<file path="src/rtl/cpu_mem_sequencer.sv">
// Multi-cycle sequencer that runs the single-cycle CPU core from one shared single-port memory.
// Optional performance counters are built when SEQ_PERF_EN is defined.
module cpu_mem_sequencer #(
  parameter int MEM_LAT = 1,
  parameter int ADDR_W  = 32
) (
  input  logic              clk,
  input  logic              rst,
  input  logic              run,
  input  logic [31:0]       cpu_imem_raddr,
  output logic [31:0]       cpu_imem_rdata,
  input  logic [31:0]       cpu_dmem_addr,
  input  logic              cpu_dmem_we,
  input  logic [31:0]       cpu_dmem_wdata,
  output logic [31:0]       cpu_dmem_rdata,
  input  logic              cpu_commit_halt,
  output logic              cpu_global_en,
  output logic [ADDR_W-1:0] mem_addr,
  output logic              mem_re,
  output logic              mem_we,
  output logic [31:0]       mem_wdata,
  input  logic [31:0]       mem_rdata,
  output logic              halted,
  output logic [31:0]       perf_cycles,
  output logic [31:0]       perf_insts
);

  localparam logic [2:0] S_FETCH = 3'd0;
  localparam logic [2:0] S_FWAIT = 3'd1;
  localparam logic [2:0] S_DATA  = 3'd2;
  localparam logic [2:0] S_DWAIT = 3'd3;
  localparam logic [2:0] S_EXEC  = 3'd4;
  localparam logic [2:0] S_HALT  = 3'd5;

  localparam logic [1:0] LAT_LAST = 2'(MEM_LAT - 1);

  logic [2:0]        state;
  logic [1:0]        wait_cnt;
  logic [31:0]       inst_q;
  logic [31:0]       data_q;
  logic [ADDR_W-1:0] addr_q;
  logic [ADDR_W-1:0] addr_sel;
  logic              re_c;
  logic              we_c;
  logic              en_c;
  logic [31:0]       wdata_c;

  // The address defaults to the held value so mem_addr only moves on an access.
  always_comb begin
    re_c     = 1'b0;
    we_c     = 1'b0;
    en_c     = 1'b0;
    wdata_c  = '0;
    addr_sel = addr_q;
    case (state)
      S_FETCH: begin
        if (!cpu_commit_halt && run) begin
          re_c     = 1'b1;
          addr_sel = cpu_imem_raddr[ADDR_W-1:0];
        end
      end
      S_DATA: begin
        re_c     = 1'b1;
        addr_sel = cpu_dmem_addr[ADDR_W-1:0];
      end
      S_EXEC: begin
        en_c     = 1'b1;
        we_c     = cpu_dmem_we;
        wdata_c  = cpu_dmem_wdata;
        addr_sel = cpu_dmem_addr[ADDR_W-1:0];
      end
      default: ;
    endcase
  end

  // Strobes are gated by rst so a reset aborts a pending write in the same cycle.
  assign mem_re         = rst & re_c;
  assign mem_we         = rst & we_c;
  assign cpu_global_en  = rst & en_c;
  assign mem_addr       = rst ? addr_sel : '0;
  assign mem_wdata      = rst ? wdata_c : '0;
  assign halted         = rst & (state == S_HALT);
  assign cpu_imem_rdata = inst_q;
  assign cpu_dmem_rdata = data_q;

  always_ff @(posedge clk) begin
    if (!rst) begin
      state    <= S_FETCH;
      wait_cnt <= '0;
      inst_q   <= '0;
      data_q   <= '0;
      addr_q   <= '0;
    end else begin
      addr_q <= addr_sel;
      case (state)
        S_FETCH: begin
          if (cpu_commit_halt) state <= S_HALT;
          else if (run)        state <= S_FWAIT;
        end
        S_FWAIT: begin
          if (wait_cnt == LAT_LAST) begin
            wait_cnt <= '0;
            inst_q   <= mem_rdata;
            state    <= S_DATA;
          end else begin
            wait_cnt <= wait_cnt + 2'd1;
          end
        end
        S_DATA: state <= S_DWAIT;
        S_DWAIT: begin
          if (wait_cnt == LAT_LAST) begin
            wait_cnt <= '0;
            data_q   <= mem_rdata;
            state    <= S_EXEC;
          end else begin
            wait_cnt <= wait_cnt + 2'd1;
          end
        end
        S_EXEC:  state <= S_FETCH;
        S_HALT:  state <= S_HALT;
        default: state <= S_FETCH;
      endcase
    end
  end

`ifdef SEQ_PERF_EN
  logic [31:0] cycles_q;
  logic [31:0] insts_q;

  always_ff @(posedge clk) begin
    if (!rst) begin
      cycles_q <= '0;
      insts_q  <= '0;
    end else begin
      if (state != S_HALT) cycles_q <= cycles_q + 32'd1;
      if (en_c)            insts_q  <= insts_q + 32'd1;
    end
  end

  assign perf_cycles = cycles_q;
  assign perf_insts  = insts_q;
`else
  assign perf_cycles = '0;
  assign perf_insts  = '0;
`endif

endmodule

</file>
<file path="config.mk">
export PLATFORM = sky130hd
export DESIGN_NAME = cpu_mem_sequencer
export DESIGN_NICKNAME = d
export VERILOG_FILES = /design/src/rtl/cpu_mem_sequencer.sv
export SDC_FILE = /design/constraint.sdc
export NUM_CORES = 1
export LEC_CHECK = 0
export CORE_AREA = 2 2 126 128
export DETAILED_ROUTE_END_ITERATION = 7
export DIE_AREA = 0 0 128 130
export GPL_ROUTABILITY_DRIVEN = 0
export GPL_TIMING_DRIVEN = 0
export PLACE_DENSITY_LB_ADDON = 0.15
export SLEW_MARGIN = 20
export SYNTH_ARGS = -nofsm -noshare
export SYNTH_HDL_FRONTEND = slang
export SYNTH_SLANG_ARGS = --single-unit
</file>
<file path="constraint.sdc">
create_clock -name clk -period 1.9 [get_ports clk]
set_input_delay 0.38 -clock clk [delete_from_list [all_inputs] [get_ports clk]]
set_output_delay 0.38 -clock clk [all_outputs]
set_load 0.005 [all_outputs]
</file>
==> flow_summary.toml, run 1 <==
[outcome]
outcome = "finished with violations"
violations = "negative setup slack"

[setup_path]
reg2reg_slack_ns = -0.43
ff2ff_path_depth = 13
crit_path_end = "mem_addr[19]"
timing.rr.end = "addr_q[7]"
critPathKind = "reg -> out"
crit-reg2reg-launch = "state[2]"
worstPathArrival_ns = 2.03
cp_max_fo = 7
critPathLaunch = "state[2]"
critPathLaunchType = "flip-flop"
critPathCaptureType = "output pin"
cp_data_required_time_ns = 1.52

[clock_tree]
cts_tree = "yes"
cts_buffers = 9
clk_pin_slew_worst_paths_ns = 0.07
htree_levels = 3
clock-sinks = 101
clock_path_buffers = 2
clk_latency_ns = 0.35
cts-root-buf = "clkbuf_16"

[placed_design]
placed_cells = 1054
io_buffer_count = 264
place_ws_ns = -1.16
post-dp-hpwl_mm = 13.1

[routing]
num_vias = 5198
drc = 0
drt-wirelength-per-cell_um = 15.9
drt_iter0_markers = 340
via_per_inst = 4.45
drt_wl_total_mm = 18.6
dr.pass1.iters = 7
ant_nets = 0

[timing]
final.period_utilization_pct = 127
fin_skew_ns = 0.00699
setup_violations = 72
rsz0062_at_grt = "true"
finalMaxSlewViolations = 0
setup_ws_ns = -0.514
holdWs_ns = 0.455
hold_violations = 0
timing.fmax_mhz = 414
fin_crit_ns = 2.41
tns_ns = -24.56

[cells_and_area]
nets = 1106
diodes = 0
final_cells = 1168
seq_area_sq_um = 2030
area_delta_synth_final_pct = 94.7
final_util_pct = 58.8
drive_above_1_share_pct = 32.5
nFillCells = 1351
multi_input_area_sq_um = 2310

[floorplan]
die_area_sq_um = 16600
io_pins = 329
dieWidth_um = 128
core-area_sq_um = 15400
start_util_pct = 30.2
die_y_um = 130
rows = 46

[global_routing]
grt_overflow = 0
grt_usage_pct = 21.9
grt_pass1_vias = 5376
grt_first_pass_wirelength_mm = 28.4
grt_max_degree = 18
antenna_found_initial = 1

[synth]
synthDistinctLibCells = 31
netlist.area_leader.share_pct = 43.4
synthTopCellsByCount = "nand2_1, dfxtp_1, buf_4, a21boi_1, nor2b_1"
yosysMostFrequentCell = "nand2_1"
synth-edff-count = 0
yosysWarningCount = 0
synthArstFlopShare_pct = 0
syn_avg_cell_area_sq_um = 8.71
ys_ff_latch = 101
seq_area_frac_synth_pct = 43.4
syn_area_sq_um = 4660
synth_largest_area_cell = "dfxtp_1"
synthTopCellsByArea = "dfxtp_1, buf_4, nand2_1, a21boi_1, a222oi_1"
synthFlopType = "dfxtp_1"
syn_inst = 535

[power_and_ir_drop]
vdd_drop_max_v = 0.000547
power_density_nw_per_um2 = 837
leakage_nw = 4.00

[min_path]
min_path_type = "reg -> reg"

[job]
cap_violations = 0
[flip-flops by register name, indices dropped and copies added, names as in the netlist]
signal          count
wait_cnt            2
cpu_dmem_rdata     32
state               3
addr_q             32
cpu_imem_rdata     32
[worst max-delay path, stage by stage, from the launching register on]
cell,delay (ns)
dfxtp_2,0.33
buf_6,0.13
a21o_1,0.19
a31o_4,0.23
buf_6,0.13
buf_12,0.13
a222oi_1,0.27
nor2b_1,0.13
buf_2,0.15
[stage by stage]
stage	total power, mW	instance area (sq um)
5_1_grt	8.01	9070
3_5_place_dp	4.85	7780
6_report	7.59	9070
4_1_cts	7.70	9250
2_1_floorplan	3.67	4890
3_3_place_gp	4.80	7780
[routing by layer]
metal | global-route usage, % | share of wire, %
met2 | 38.5 | 49
met5 | 0 | 0.048
met3 | 9.47 | 10
met1 | 24.0 | 39
met4 | 6.85 | 2.2
[layout by cell type, fill, tap and decap left out, types with 9 or more instances in the layout]
cell and instances:
a21boi_0 11, a21boi_1 53, a222oi_1 32, and2_1 9
and2_4 24, buf_2 48, buf_4 116, buf_6 75
clkbuf_16 9, clkbuf_2 11, clkdlybuf4s50_1 193, conb_1 64
dfxtp_1 98, nand2_1 131, nor2b_1 36
[cell type report]
type | instances | area share (%)
Buffer | 103 | 8.77
Clock buffer | 11 | 2.79
Clock inverter | 5 | 0.704
Inverter | 4 | 0.166
Multi-Input combinational cell | 390 | 25.5
Sequential cell | 101 | 22.4
Tap cell | 192 | 2.65
Timing Repair Buffer | 362 | 37.1
[cell families (layout without fill, tap and decap cells)]
family          Yosys count  after routing  share of synthesized area, %
simple gates            218            218                          22.1
flops                   101            101                          43.4
compound gates          104            104                          18.6
fa+ha+maj                 2              2                         0.537
other cells               1             64                        0.0805
xor+xnor                  2              2                         0.376
buf+inv                 107            485                          14.9
[how the worst min path moves through the flow]
stage / startpoint / slack, ns / end / cells past startpoint
after floorplan: cpu_dmem_rdata[10] / 0.45 / cpu_dmem_rdata[10] / 2
after global placement: cpu_imem_rdata[4] / 0.44 / cpu_imem_rdata[4] / 2
after detailed placement: cpu_dmem_rdata[24] / 0.45 / cpu_dmem_rdata[24] / 2
after CTS: cpu_dmem_rdata[24] / 0.46 / cpu_dmem_rdata[24] / 2
after global routing: cpu_dmem_rdata[24] / 0.47 / cpu_dmem_rdata[24] / 2
final: cpu_dmem_rdata[24] / 0.46 / cpu_dmem_rdata[24] / 2
[power breakdown]
group	internal, mW	switching (mW)	total, mW
Combinational	1.85	1.27	3.13
Sequential	2.40	0.121	2.52
Clock	1.11	0.837	1.94
[repair_timing]
| item | 4_1_cts | 5_1_grt |
|---|---|---|
| buffers inserted | 121 | 18 |
| gates resized for setup | 412 | 41 |
| endpoints found under the hold margin | 0 | 0 |
| gates cloned | 3 | 0 |
| hold buffers | 0 | 0 |
| pin swaps | 36 | 28 |
| setup endpoints to repair | 68 | 110 |
No activity file was read; power rests on OpenSTA's default activity.
==> inputs of run 2 (changes only) <==
--- a/config.mk
+++ b/config.mk
@@ -10,7 +10,8 @@
 export DIE_AREA = 0 0 128 130
 export GPL_ROUTABILITY_DRIVEN = 0
 export GPL_TIMING_DRIVEN = 0
-export PLACE_DENSITY_LB_ADDON = 0.15
+export HOLD_SLACK_MARGIN = 0.08
+export PLACE_DENSITY = 0.82
 export SLEW_MARGIN = 20
 export SYNTH_ARGS = -nofsm -noshare
 export SYNTH_HDL_FRONTEND = slang
==> flow_summary.toml, run 2 (synthesis results as in run 1) <==
[outcome]
outcome = "finished with violations"
violations = "negative setup slack"

[cells_and_area]
mostFrequentLayoutCells = "clkdlybuf4s50_1, nand2_1, buf_4"
final_common_cell = "clkdlybuf4s50_1"
drive_above_1_share_pct = 30.3
area_delta_synth_final_pct = 88.6
nets = 1079
nFillCells = 1360
stdcell_area_sq_um = 8780
final_cells = 1142
seq_area_sq_um = 2030
multi_input_area_sq_um = 2290

[clock_tree]
cts-root-buf = "clkbuf_16"
clk_pin_slew_worst_paths_ns = 0.08
clk_latency_ns = 0.35
cts_buffers = 9
hold_buffers = 0
cts_tree = "yes"
clock-sinks = 101
clock_path_buffers = 2
htree_levels = 3

[power_and_ir_drop]
power_density_nw_per_um2 = 810
swShare_pct = 30.9
p_total_mw = 7.12
intPower_mw = 4.92
power_switching_mw = 2.20
power_frac_seq_pct = 35.4
combPwrFrac_pct = 38.8
power.share.clock_pct = 25.8
leakage_nw = 3.83
vdd_drop_max_v = 0.000669

[placed_design]
detailed_place.area_sq_um = 7780
io_buffer_count = 264
place_ws_ns = -1.25
post-dp-hpwl_mm = 12.3
placed_cells = 1054

[timing]
setup_ws_ns = -0.521
fin_crit_ns = 2.42
timing.fmax_mhz = 413
hold_violations = 0
final.period_utilization_pct = 127
rsz0062_at_grt = "true"
holdWs_ns = 0.453
finalMaxSlewViolations = 0
setup_violations = 68
fin_skew_ns = 0.00633

[setup_path]
crit_chain = "buf_8 > a21o_1 > a31o_4 > buf_6 > a222oi_1 > nor2b_1 > buf_2"
cp_data_required_time_ns = 1.52
slowest_stage = "dfxtp_4"
critPathCaptureType = "output pin"
cp_max_fo = 5
critPathLaunchType = "flip-flop"
slowest_delay_ns = 0.37
worstPathArrival_ns = 2.04
critPathKind = "reg -> out"

[routing]
drt_iter0_markers = 225
via_per_inst = 4.39
drc = 0
num_vias = 5014
drt-wirelength-per-cell_um = 15.3
dr.pass1.iters = 5
drt_wl_total_mm = 17.5
ant_nets = 0

[global_routing]
grt_usage_pct = 19.9
grt_pass1_vias = 4724
antenna_found_initial = 1
grt_first_pass_wirelength_mm = 25.8
grt_overflow = 0
grt_max_degree = 20

[floorplan]
core-area_sq_um = 15400
io_pins = 329
start_util_pct = 30.2
die_area_sq_um = 16600
rows = 46
die_y_um = 130
dieWidth_um = 128

[min_path]
min_path_type = "reg -> reg"

[job]
cap_violations = 0
[run 2: cell types whose count changed in the layout (fill, tap and decap cells not counted), sizes merged]
cell / previous run / this run
buf: 247 / 217
bufinv: 1 / 0
clkdlybuf4s15: 0 / 1
clkinv: 0 / 4
clkinvlp: 1 / 0
diode: 0 / 1
[run 2: metal layers]
layer	GRT usage, %	wire (um)	vias to the layer above
li1	-	-	2488
met1	23.4	7010	2309
met2	34.3	8670	196
met3	7.22	1510	21
met4	5.75	270	0
met5	0	0	-
[run 2: layout make-up]
class	instances	area share [%]
diodes	1	0.0285
plain buffers	100	8.49
clock buffers	9	2.56
clock inverters	7	0.769
inverters	4	0.171
multi-input cells	390	26.1
flip-flops and latches	101	23.1
well taps	192	2.73
repair buffers	338	36.0
[run 2: power by group through the flow]
stage	Sequential, mW	Combinational, mW	Clock (mW)
after floorplan	2.55	1.12	0
after global placement	2.54	2.27	0
after detailed placement	2.55	2.29	0
after CTS	2.52	2.56	1.88
after global routing	2.55	2.99	1.97
final	2.52	2.76	1.84
[run 2: timing repair]
item | CTS | global route
buffers inserted | 50 | 30
hold endpoints to repair | 0 | 0
cloned | 6 | 0
gates resized for setup | 314 | 88
endpoints found under the setup margin | 71 | 117
pin swaps | 30 | 27
[run 2: final timing paths]
kind                                        start                end  slack [ns]  cells after the start
worst max-delay path                     state[1]       mem_addr[13]       -0.52                      7
worst min-delay path            cpu_imem_rdata[5]  cpu_imem_rdata[5]        0.45                      2
worst max register to register           state[1]         addr_q[12]           0                      9
worst min register to register  cpu_imem_rdata[5]  cpu_imem_rdata[5]        0.45                      2
[run 2: stage by stage]
stage / util, % / setup TNS (ns)
5_1_grt: 57.0 / -30.35
4_1_cts: 55.5 / -22.93
3_3_place_gp: 50.4 / -81.20
2_1_floorplan: - / 0
3_5_place_dp: 50.4 / -87.10
6_report: 57.0 / -24.22
[run 2: critical path, delay by kind of cell, from the launching register on]
kind | cells | cell delay (ns)
AND/OR/NAND/NOR | 1 | 0.14
AO/OA/AOI/OAI | 3 | 0.77
buffers and inverters | 3 | 0.40
flip-flops | 1 | 0.37
==> inputs of run 3 (changes only) <==
--- a/config.mk
+++ b/config.mk
@@ -6,6 +6,7 @@
 export NUM_CORES = 1
 export LEC_CHECK = 0
 export CORE_AREA = 2 2 126 128
+export CTS_CLUSTER_SIZE = 14
 export DETAILED_ROUTE_END_ITERATION = 7
 export DIE_AREA = 0 0 128 130
 export GPL_ROUTABILITY_DRIVEN = 0
==> results of run 3 <==
The final DEF is identical to that of run 2; final timing and power are the same.
